File: config.mk
export PLATFORM = sky130hd
export DESIGN_NAME = video_uart_packetizer
export DESIGN_NICKNAME = d
export VERILOG_FILES = /design/src/rtl/vid_uart_pkg.sv /design/src/rtl/sync_fifo.sv /design/src/rtl/video_uart_packetizer.sv
export SDC_FILE = /design/constraint.sdc
export NUM_CORES = 1
export LEC_CHECK = 0
export BUFFER_PORTS_ARGS = -buffer_cell sky130_fd_sc_hd__buf_4
export CORE_MARGIN = 1.5
export CORE_UTILIZATION = 50
export DETAILED_ROUTE_END_ITERATION = 10
export GPL_ROUTABILITY_DRIVEN = 0
export HOLD_SLACK_MARGIN = 0.03
export PLACE_DENSITY = 0.66
export SETUP_SLACK_MARGIN = 0.5
export SYNTH_ARGS = -nofsm -noshare
export SYNTH_HDL_FRONTEND = slang
export SYNTH_SLANG_ARGS = --single-unit
File: constraint.sdc
create_clock -name clk -period 10.36 [get_ports clk]
set_input_delay 0.518 -clock clk [delete_from_list [all_inputs] [get_ports clk]]
set_output_delay 0.518 -clock clk [all_outputs]
set_load 0.1 [all_outputs]
File: src/rtl/vid_uart_pkg.sv
// Shared types and constants for the video-to-UART packetizer.
//   pkt_state_t     : packet framing FSM states
//   SYNC0/SYNC1     : the two fixed sync bytes opening every packet header
//   HDR_BYTES       : header length in bytes
//   BYTES_PER_WORD  : payload bytes per 32-bit FIFO word
//   word_byte()     : selects byte idx of a 32-bit word, idx 0 = bits [7:0]
package vid_uart_pkg;

    typedef enum logic [1:0] {
        IDLE,
        HDR,
        PAY
    } pkt_state_t;

    localparam logic [7:0] SYNC0          = 8'hA5;
    localparam logic [7:0] SYNC1          = 8'h5A;
    localparam int         HDR_BYTES      = 4;
    localparam int         BYTES_PER_WORD = 4;

    function automatic logic [7:0] word_byte(input logic [31:0] w, input logic [1:0] idx);
        logic [7:0] b;
        case (idx)
            2'd0:    b = w[7:0];
            2'd1:    b = w[15:8];
            2'd2:    b = w[23:16];
            default: b = w[31:24];
        endcase
        return b;
    endfunction

endpackage

File: src/rtl/sync_fifo.sv
// First-word-fall-through synchronous FIFO with a registered fill level.
//   clk, rst      : clock, synchronous active-high reset
//   wr_en/wr_data : write request; ignored while full
//   rd_en         : pop the head word; ignored while empty
//   rd_data       : head word (valid whenever !empty)
//   rd_data_next  : word behind the head (valid whenever level >= 2)
//   full/empty    : decoded from the registered level
//   level         : words held, 0..DEPTH inclusive
// full is judged on the level at the start of the cycle, so a pop in the same
// cycle never makes room for a write.
module sync_fifo #(
    parameter int DATA_W = 32,
    parameter int DEPTH  = 16
) (
    input  logic                   clk,
    input  logic                   rst,
    input  logic                   wr_en,
    input  logic [DATA_W-1:0]      wr_data,
    input  logic                   rd_en,
    output logic [DATA_W-1:0]      rd_data,
    output logic [DATA_W-1:0]      rd_data_next,
    output logic                   full,
    output logic                   empty,
    output logic [$clog2(DEPTH):0] level
);

    localparam int          AW         = $clog2(DEPTH);
    localparam logic [AW:0] LEVEL_FULL = (AW+1)'(DEPTH);

    logic [DATA_W-1:0] mem [DEPTH];
    logic [AW-1:0]     wr_ptr_q, wr_ptr_d;
    logic [AW-1:0]     rd_ptr_q, rd_ptr_d;
    logic [AW-1:0]     rd_ptr_nxt;
    logic [AW:0]       level_q, level_d;
    logic              do_wr, do_rd;

    assign full         = (level_q == LEVEL_FULL);
    assign empty        = (level_q == '0);
    assign level        = level_q;
    assign do_wr        = wr_en && !full;
    assign do_rd        = rd_en && !empty;
    assign rd_ptr_nxt   = rd_ptr_q + 1'b1;
    assign rd_data      = mem[rd_ptr_q];
    assign rd_data_next = mem[rd_ptr_nxt];

    always_comb begin
        // NOTE: every signal gets a default first so no path leaves it unassigned (no latch).
        wr_ptr_d = wr_ptr_q;
        rd_ptr_d = rd_ptr_q;
        level_d  = level_q;
        if (do_wr) wr_ptr_d = wr_ptr_q + 1'b1;
        if (do_rd) rd_ptr_d = rd_ptr_nxt;
        if (do_wr && !do_rd)      level_d = level_q + 1'b1;
        else if (!do_wr && do_rd) level_d = level_q - 1'b1;
    end

    always_ff @(posedge clk) begin
        // NOTE: state uses non-blocking assignments so every flop samples pre-edge values.
        if (rst) begin
            wr_ptr_q <= '0;
            rd_ptr_q <= '0;
            level_q  <= '0;
        end else begin
            wr_ptr_q <= wr_ptr_d;
            rd_ptr_q <= rd_ptr_d;
            level_q  <= level_d;
        end
    end

    // NOTE: storage is deliberately not reset; level/pointers define validity, and
    // leaving it unreset lets it map onto plain RAM.
    always_ff @(posedge clk) begin
        if (do_wr) mem[wr_ptr_q] <= wr_data;
    end

endmodule

File: src/rtl/video_uart_packetizer.sv
// Decimates a non-stallable 32-bit video stream, buffers kept words and frames
// them into fixed-length byte packets for uart_tx.
//   clk, rst        : clock, synchronous active-high reset
//   enable          : 0 stops capturing new beats; a packet in flight completes
//   s_axis_tvalid/tdata : input beats (no back-pressure)
//   m_axis_tdata/tvalid/tready : byte stream towards uart_tx
//   fifo_level      : words currently buffered
//   drop_count      : saturating count of kept beats lost to a full FIFO
//   busy            : a packet is in flight
// Packet: A5 5A seq {ovf, WORDS_PER_PKT[6:0]} then the payload words, LSB first.
module video_uart_packetizer
    import vid_uart_pkg::*;
#(
    parameter int DATA_W        = 32,
    parameter int FIFO_DEPTH    = 16,
    parameter int WORDS_PER_PKT = 4,
    parameter int DECIM         = 8
) (
    input  logic                        clk,
    input  logic                        rst,
    input  logic                        enable,
    input  logic                        s_axis_tvalid,
    input  logic [DATA_W-1:0]           s_axis_tdata,
    output logic [7:0]                  m_axis_tdata,
    output logic                        m_axis_tvalid,
    input  logic                        m_axis_tready,
    output logic [$clog2(FIFO_DEPTH):0] fifo_level,
    output logic [15:0]                 drop_count,
    output logic                        busy
);

    localparam int             LW         = $clog2(FIFO_DEPTH) + 1;
    localparam logic [LW-1:0]  WPP_LVL    = LW'(WORDS_PER_PKT);
    localparam logic [6:0]     WPP7       = 7'(WORDS_PER_PKT);
    localparam logic [15:0]    DECIM_LAST = 16'(DECIM - 1);
    localparam logic [8:0]     PAY_LAST   = 9'(WORDS_PER_PKT * BYTES_PER_WORD - 1);
    localparam logic [8:0]     HDR_LAST   = 9'(HDR_BYTES - 1);

    pkt_state_t  state_q, state_d;
    logic [15:0] decim_cnt_q, decim_cnt_d;
    logic [15:0] drop_count_q, drop_count_d;
    logic        ovf_q, ovf_d;
    logic [7:0]  seq_q, seq_d;
    logic [8:0]  byte_idx_q, byte_idx_d;
    logic        tvalid_q, tvalid_d;
    logic [7:0]  tdata_q, tdata_d;

    logic              beat, keep, drop, xfer, ovf_clr;
    logic              fifo_wr, fifo_rd, fifo_full, fifo_empty;
    logic [DATA_W-1:0] fifo_rd_data, fifo_rd_data_next;

    assign beat    = s_axis_tvalid && enable;
    assign keep    = beat && (decim_cnt_q == '0);
    assign fifo_wr = keep && !fifo_full;
    assign drop    = keep && fifo_full;
    assign xfer    = tvalid_q && m_axis_tready;

    sync_fifo #(
        .DATA_W (DATA_W),
        .DEPTH  (FIFO_DEPTH)
    ) u_fifo (
        .clk          (clk),
        .rst          (rst),
        .wr_en        (fifo_wr),
        .wr_data      (s_axis_tdata),
        .rd_en        (fifo_rd),
        .rd_data      (fifo_rd_data),
        .rd_data_next (fifo_rd_data_next),
        .full         (fifo_full),
        .empty        (fifo_empty),
        .level        (fifo_level)
    );

    // Decimator and overflow bookkeeping.
    always_comb begin
        decim_cnt_d  = decim_cnt_q;
        drop_count_d = drop_count_q;
        if (beat) decim_cnt_d = (decim_cnt_q == DECIM_LAST) ? 16'd0 : decim_cnt_q + 16'd1;
        if (drop && drop_count_q != 16'hFFFF) drop_count_d = drop_count_q + 16'd1;
        // A drop in the cycle the flag is reported wins, so it shows in the next packet.
        ovf_d = ovf_q;
        if (ovf_clr) ovf_d = 1'b0;
        if (drop)    ovf_d = 1'b1;
    end

    // Framing FSM. The output register is loaded with the next byte in the cycle
    // the current one is accepted, giving one byte per cycle under steady tready.
    always_comb begin
        state_d    = state_q;
        byte_idx_d = byte_idx_q;
        tvalid_d   = tvalid_q;
        tdata_d    = tdata_q;
        seq_d      = seq_q;
        fifo_rd    = 1'b0;
        ovf_clr    = 1'b0;
        case (state_q)
            IDLE: begin
                if (fifo_level >= WPP_LVL) begin
                    state_d    = HDR;
                    byte_idx_d = '0;
                    tvalid_d   = 1'b1;
                    tdata_d    = SYNC0;
                end
            end
            HDR: begin
                if (xfer) begin
                    byte_idx_d = byte_idx_q + 9'd1;
                    case (byte_idx_q[1:0])
                        2'd0:    tdata_d = SYNC1;
                        2'd1:    tdata_d = seq_q;
                        2'd2:    tdata_d = {ovf_q, WPP7};
                        default: tdata_d = word_byte(fifo_rd_data, 2'd0);
                    endcase
                    if (byte_idx_q == HDR_LAST) begin
                        state_d    = PAY;
                        byte_idx_d = '0;
                        ovf_clr    = 1'b1;
                    end
                end
            end
            PAY: begin
                if (xfer) begin
                    byte_idx_d = byte_idx_q + 9'd1;
                    if (byte_idx_q[1:0] == 2'd3) begin
                        fifo_rd = !fifo_empty;
                        if (byte_idx_q == PAY_LAST) begin
                            state_d    = IDLE;
                            byte_idx_d = '0;
                            tvalid_d   = 1'b0;
                            seq_d      = seq_q + 8'd1;
                        end else begin
                            // Head is still the word being popped; the next word sits behind it.
                            tdata_d = word_byte(fifo_rd_data_next, 2'd0);
                        end
                    end else begin
                        tdata_d = word_byte(fifo_rd_data, byte_idx_q[1:0] + 2'd1);
                    end
                end
            end
            default: begin
                state_d  = IDLE;
                tvalid_d = 1'b0;
            end
        endcase
    end

    always_ff @(posedge clk) begin
        if (rst) begin
            state_q      <= IDLE;
            decim_cnt_q  <= '0;
            drop_count_q <= '0;
            ovf_q        <= 1'b0;
            seq_q        <= '0;
            byte_idx_q   <= '0;
            tvalid_q     <= 1'b0;
            tdata_q      <= '0;
        end else begin
            state_q      <= state_d;
            decim_cnt_q  <= decim_cnt_d;
            drop_count_q <= drop_count_d;
            ovf_q        <= ovf_d;
            seq_q        <= seq_d;
            byte_idx_q   <= byte_idx_d;
            tvalid_q     <= tvalid_d;
            tdata_q      <= tdata_d;
        end
    end

    assign m_axis_tdata  = tdata_q;
    assign m_axis_tvalid = tvalid_q;
    assign drop_count    = drop_count_q;
    assign busy          = (state_q != IDLE);

endmodule

==> out/qor.txt, run 1 <==
Maximum fanout along the worst path: 9
R2R Path End: u_fifo.level[4]$_SDFFE_PP0P_
Die ar.: 0.0506 mm²
Top cell type's share of synthesized area: 0.624
Yosys warns: 0
Crit-path max cell delay: 0.62 ns
Total CTS buffers: 60
Most common cell in the netlist: edfxtp_1
Clock skew: 0.0210 ns
Worst-path cell chain: nor4_1 -> nand4_1 -> nor3b_2 -> ha_1 -> inv_1 -> ha_1 -> nor2b_1 -> o21a_1 -> or3_1 -> a21oi_1 -> xnor2_1 -> nor2_1
Status: finished clean
Nets: 1585
Synth area leaders: edfxtp_1, mux4_2, dfxtp_1
Detailed Place HPWL: 31.4 mm
P_leak: 8.80 nW
Final instance area: 0.0279 mm²
R2r setup slk: 6.79 ns
Gr usage total: 0.232
Fin crit share: 0.345
Seq/Total Area, Yosys: 0.687
Worst-case clock buffer depth: 3
CP max-delay cell: nor3b_2
Chip Width: 225 µm
Skew-Pair Late Insertion Delay: 0.64 ns
Clock tree from TritonCTS: built
Setup ws final: 6.79 ns
Ys flop type: edfxtp_1
Clock sink count: 590
Gr ovfl total: 0
Total number of vias: 13599
Port Buffers: 67
Final setup fails: 0
Cts hold-fix bufs: 0
PnR Total Power: 5.27 mW
Post-Syn Area per Cell: 17.1 µm²
Leading area contributor after synthesis: edfxtp_1
Rows: 81
First-pass GRT wire length: 86.3 mm
Min Clock Period, post-route: 3.57 ns
Cell area power density: 189 mW/mm²
Pint: 4.01 mW
Max-cap violations: 0
WL final: 57.7 mm
Hold WS: 0.179 ns
Placed inst area: 0.0259 mm²
P_sw: 1.26 mW
RSZ-0062 raised after global routing: false
Hold wc startpoint: s_axis_tdata[31]
Post-synth EDFFs: 512
Distinct cells, synth: 59
Worst Setup Start Kind: register
Ant. Diodes: 0
CP Data Arrival Time: 4.06 ns
Clock share of power: 0.417
Hold Vio Cnt, Final: 0
Kind of critical path: register to register
Pre-CTS WS: 6.78 ns
Async SR Flop Fraction: 0
# resized after CTS: 0
Worst reg2reg startpoint: decim_cnt_q[11]$_SDFFE_PP0N_
Pre-antenna DRT Iters: 5
Final-report max-slew violation count: 0
Hold Crit Depth: 1
Syn Std Cell Area: 0.0246 mm²
Clock slew at reported path FFs: 0.06 ns
Slew @ Worst Pin: 1.05 ns
Combinational share of power: 0.082
Most common cell on crit path: ha_1
CP required: 10.85 ns
Core footprint: 0.0487 mm²
Detail Route Antenna Nets: 0
Endpoint class of the critical path: register
Drc violations: 0
Worst hold path type: input pin to register
Final design utilization: 0.573
Hold EP: u_fifo.mem[6][31]$_DFFE_PP_
Share of cells above drive strength 1: 0.226
Avg WL per Cell: 25.8 µm
Number of DRC markers in iteration 0: 1302
Post-synthesis cell count: 1440
I/O pin cnt: 68
Register bit total from synthesis: 590
Top post-synthesis cells by count: edfxtp_1, mux4_2, mux2i_1
Root buffer cell: clkbuf_16
Initial antenna violation count: 1
Synthesis-to-layout area growth: 13.3%
# placed instances: 2124
Final setup TNS: 0 ns
Largest net degree at the start of global routing: 112
Post-CTS Setup Inserts: 0
Cells on worst reg2reg path: 12
Flop pwr share: 0.501
H-tree Lvls: 2
Net Sw Frac: 0.239
Die height: 225 µm
Slew margin rel.: 0.298
Syn_nets: 1503
Vias in the first global route: 13556
Layout Cells excl Fill: 2236
Vias per inst: 6.08
Maximum vdd drop: 0.130 mV
FMAX: 280 MHz
Initial Util: 0.505
## cells in the final DEF, fill, tap and decap left out, types with 4 or more instances in the layout
master,instances
mux2_2,8
o22ai_1,11
and4_1,5
bufinv_16,9
clkinvlp_4,4
nor2b_1,11
nor4_1,5
clkbuf_16,60
mux4_2,133
clkinv_1,14
clkbuf_1,6
nand4_1,18
a31oi_1,12
nor3_1,4
nor3_2,5
o221ai_1,5
and3_1,12
a21oi_1,33
mux2i_1,101
nand2_1,59
and2_2,8
ha_1,25
nor2_4,4
o211ai_1,12
nor2_1,77
a22oi_1,23
nand4b_1,4
inv_1,27
or3_1,11
xnor2_1,12
edfxtp_1,512
nand2b_1,4
nand3_1,41
buf_4,91
xor2_1,34
clkinv_2,15
dfxtp_1,73
o21ai_0,22
a211oi_1,9
## routing by layer
metal / part of all wire / vias up / global-route usage
met3: 0.067 / 81 / 0.0352
met5: 0.00019 / - / 0
li1: - / 5925 / -
met1: 0.43 / 7086 / 0.330
met4: 0.020 / 2 / 0.0649
met2: 0.49 / 505 / 0.375
## registers in the layout, indices dropped and copies added (netlist names), named ones only
signal	flops
byte_idx_q	9
decim_cnt_q	16
drop_count	16
m_axis_tdata	8
m_axis_tvalid	1
ovf_q	1
seq_q	8
state_q	2
u_fifo.level	5
u_fifo.mem	512
u_fifo.rd_ptr_q	4
u_fifo.wr_ptr_q	4
## power groups by stage
| stage | logic [mW] | registers (mW) | clock network, mW |
|---|---|---|---|
| 6_report | 0.430 | 2.64 | 2.20 |
| 4_1_cts | 0.430 | 2.64 | 2.23 |
| 3_5_place_dp | 0.429 | 2.69 | 0 |
| 3_3_place_gp | 0.424 | 2.69 | 0 |
| 2_1_floorplan | 0.196 | 2.77 | 0 |
| 5_1_grt | 0.463 | 2.64 | 2.32 |
## final cells by class
cell class / count / area, µm²
Fill cell: 3717 / 20800
Sequential cell: 590 / 16900
Multi-Input combinational cell: 751 / 7340
Clock buffer: 66 / 1520
Tap cell: 664 / 831
Timing Repair Buffer: 92 / 703
Clock inverter: 46 / 482
Inverter: 27 / 101
## worst max-delay path by stage
stage                                 start                           end  slack [ns]
5_1_grt        decim_cnt_q[11]$_SDFFE_PP0N_  u_fifo.level[4]$_SDFFE_PP0P_        6.34
4_1_cts        decim_cnt_q[11]$_SDFFE_PP0N_    u_fifo.mem[3][0]$_DFFE_PP_        6.76
6_report       decim_cnt_q[11]$_SDFFE_PP0N_  u_fifo.level[4]$_SDFFE_PP0P_        6.79
3_3_place_gp   decim_cnt_q[12]$_SDFFE_PP0N_    u_fifo.mem[3][3]$_DFFE_PP_        6.85
2_1_floorplan  u_fifo.level[0]$_SDFFE_PP0P_    u_fifo.mem[7][0]$_DFFE_PP_        5.72
3_5_place_dp   decim_cnt_q[11]$_SDFFE_PP0N_    u_fifo.mem[0][3]$_DFFE_PP_        6.78
## critical path: cells and delay by family (launching register included)
kind,cells,cell delay [ns]
xor gates and xnor gates,1,0.13
DFF,1,0.33
AOI/OAI and AO/OA,2,0.35
adders and majority gates,2,0.64
buffers and inverters,1,0.11
and+or+nand+nor,6,1.87
## logic make-up (layout without fill, tap and decap cells)
kind of cell	after synthesis	count (layout)	synth area share
AO/OA/AOI/OAI	152	152	0.0409
XOR/XNOR	47	47	0.0167
adder cells (fa/ha/maj)	26	26	0.0135
buffers and inverters	99	231	0.0176
flip-flops	590	590	0.687
multiplexers	242	242	0.166
AND/OR/NAND/NOR	284	284	0.0577
(Power assumes the default switching activity.)
==> inputs of run 2 (changes only) <==
==> constraint.sdc (replaced) <==
create_clock -name clk -period 3.7 [get_ports clk]
set_input_delay 0.185 -clock clk [delete_from_list [all_inputs] [get_ports clk]]
set_output_delay 0.185 -clock clk [all_outputs]
set_load 0.1 [all_outputs]
==> run 2 against run 1 <==
- sequential cell count unchanged
- register-to-register slack lost 6.1 ns
- via count up 1.2%
- sequential share of layout area decreased by 1.6 points
- clock-buffer cell count up 14
- clock skew increased by 0.027 ns
- core utilization increased by 1.6 points
- hold slack lost 0.10 ns
- wire length down 1.2%
- largest cell class unchanged
==> out/qor.txt, run 2 (synthesized netlist as in run 1, its figures left out) <==
Die height: 225 µm
Vias per inst: 5.98
Initial Util: 0.505
P_leak: 9.11 nW
Max FFs per register: 512
Root buffer cell: clkbuf_16
Detail Route Antenna Nets: 0
Worst reg2reg startpoint: byte_idx_q[1]$_SDFFE_PP0P_
Gr ovfl total: 0
Slew margin rel.: 0.317
Hold wc startpoint: enable
Worst-path cell chain: ha_2 -> nand4_1 -> a21o_1 -> ha_1 -> inv_1 -> ha_1 -> nor2b_1 -> o21a_1 -> or3_1 -> a21oi_1 -> xnor2_1 -> nor2_1
Skew-Pair Late Insertion Delay: 0.64 ns
Max-cap violations: 0
Setup ws final: 0.681 ns
CP Data Arrival Time: 3.49 ns
Clock slew at reported path FFs: 0.06 ns
Routed met2 length: 27.8 mm
CP max-delay cell: dfxtp_1
Worst Setup Start Kind: register
Final-report max-slew violation count: 0
Pre-CTS WS: 0.601 ns
Crit-path max cell delay: 0.44 ns
Pre-antenna DRT Iters: 5
Rows: 81
WL final: 57.0 mm
Die ar.: 0.0506 mm²
Worst hold path type: input pin to register
Avg WL per Cell: 24.8 µm
Final setup fails: 0
Fin crit share: 0.816
Share of cells above drive strength 1: 0.238
First-pass GRT wire length: 86.5 mm
Clock sink count: 590
Commonest cells after routing, fill and taps aside: edfxtp_1, mux4_2, buf_4
Kind of critical path: register to register
CP required: 4.17 ns
I/O pin cnt: 68
Endpoint class of the critical path: register
WL met1: 23.9 mm
Most common cell on crit path: ha_1
Synthesis-to-layout area growth: 16.5%
Clock skew: 0.0481 ns
Critical path origin: byte_idx_q[1]$_SDFFE_PP0P_
Core footprint: 0.0487 mm²
Cell area power density: 510 mW/mm²
Top sig layer: met4
Maximum vdd drop: 0.362 mV
Min Clock Period, post-route: 3.02 ns
Most common cell after layout, fill and taps aside: edfxtp_1
Detailed Place HPWL: 34.6 mm
Final setup TNS: 0 ns
Largest net degree at the start of global routing: 52
Vias in the first global route: 14005
Chip Width: 225 µm
Hold Vio Cnt, Final: 0
H-tree Lvls: 2
Total number of vias: 13758
RSZ-0062 raised after global routing: false
FMAX: 331 MHz
Clock tree from TritonCTS: built
Slew @ Worst Pin: 1.02 ns
Met3 wire len: 4.02 mm
Nets: 1649
Worst-case clock buffer depth: 3
Gr usage total: 0.231
Largest Register: u_fifo.mem
Status: finished clean
Total CTS buffers: 60
Number of DRC markers in iteration 0: 1319
Maximum fanout along the worst path: 8
Drc violations: 0
Initial antenna violation count: 1
Port Buffers: 67
==> run 2: cell count changes in the layout (fill, tap and decap cells not counted), sizes merged <==
cell	before	now
dlygate4sd3	0	34
buf	92	122
clkbuf	66	80
clkinv	31	24
bufinv	9	6
clkinvlp	4	2
inv	29	27
diode	0	1
==> run 2: what timing repair did <==
item | 4_1_cts | 5_1_grt
hold buffers | 34 | 0
setup buffers | 0 | 0
gates resized for setup | 0 | 6
endpoints found under the hold margin | 514 | 0
setup endpoints to repair | 0 | 2
==> run 2: where the power goes <==
| part | switching [mW] | total, mW | internal, mW |
|---|---|---|---|
| clock network | 2.50 | 6.01 | 3.51 |
| logic | 0.885 | 1.25 | 0.363 |
| registers | 0.0786 | 7.39 | 7.31 |
==> run 2: final timing paths <==
kind                            cells past startpoint  slack, ns                      endpoint
worst max-delay path                               12       0.68  u_fifo.level[4]$_SDFFE_PP0P_
worst max register to register                     12       0.68  u_fifo.level[4]$_SDFFE_PP0P_
worst min-delay path                                4       0.08   decim_cnt_q[1]$_SDFFE_PP0N_
worst min register to register                      2       0.50                      register
==> run 2: area by class of cell <==
cell class	instances	area [µm²]
clock inverter	32	353
tap	664	831
antenna	1	2.50
inverter	27	101
sequential	590	17000
timing repair buffer	156	1460
multi-input combinational	751	7380
fill	3615	20000
clock buffer	80	1630
==> run 2: metal layers <==
metal  up-vias  GRT usage
li1       6071          -
met1      7140      0.319
met2       459      0.373
met3        88     0.0467
met4         0     0.0743
met5         -          0
==> run 2: per-stage QoR <==
step / power (mW) / utilization / cells / hold slack (ns) / area, µm²
floorplan: 8.30 / - / 1440 / 0.284 / 24700
global placement: 8.72 / 0.541 / 2154 / 0.475 / 26400
detailed placement: 8.73 / 0.541 / 2154 / 0.484 / 26400
CTS: 14.7 / 0.588 / 2300 / 0.0510 / 28700
global route: 15.1 / 0.589 / 2301 / 0.101 / 28700
finish: 14.6 / 0.589 / 2301 / 0.0790 / 28700
==> run 2: critical path: cells and delay by family, from the launching register on <==
| family | cells | cell delay (ns) |
|---|---|---|
| fa+ha+maj | 3 | 0.84 |
| simple gates | 4 | 0.67 |
| compound gates | 3 | 0.62 |
| flops | 1 | 0.44 |
| buf+inv | 1 | 0.14 |
| xor+xnor | 1 | 0.14 |
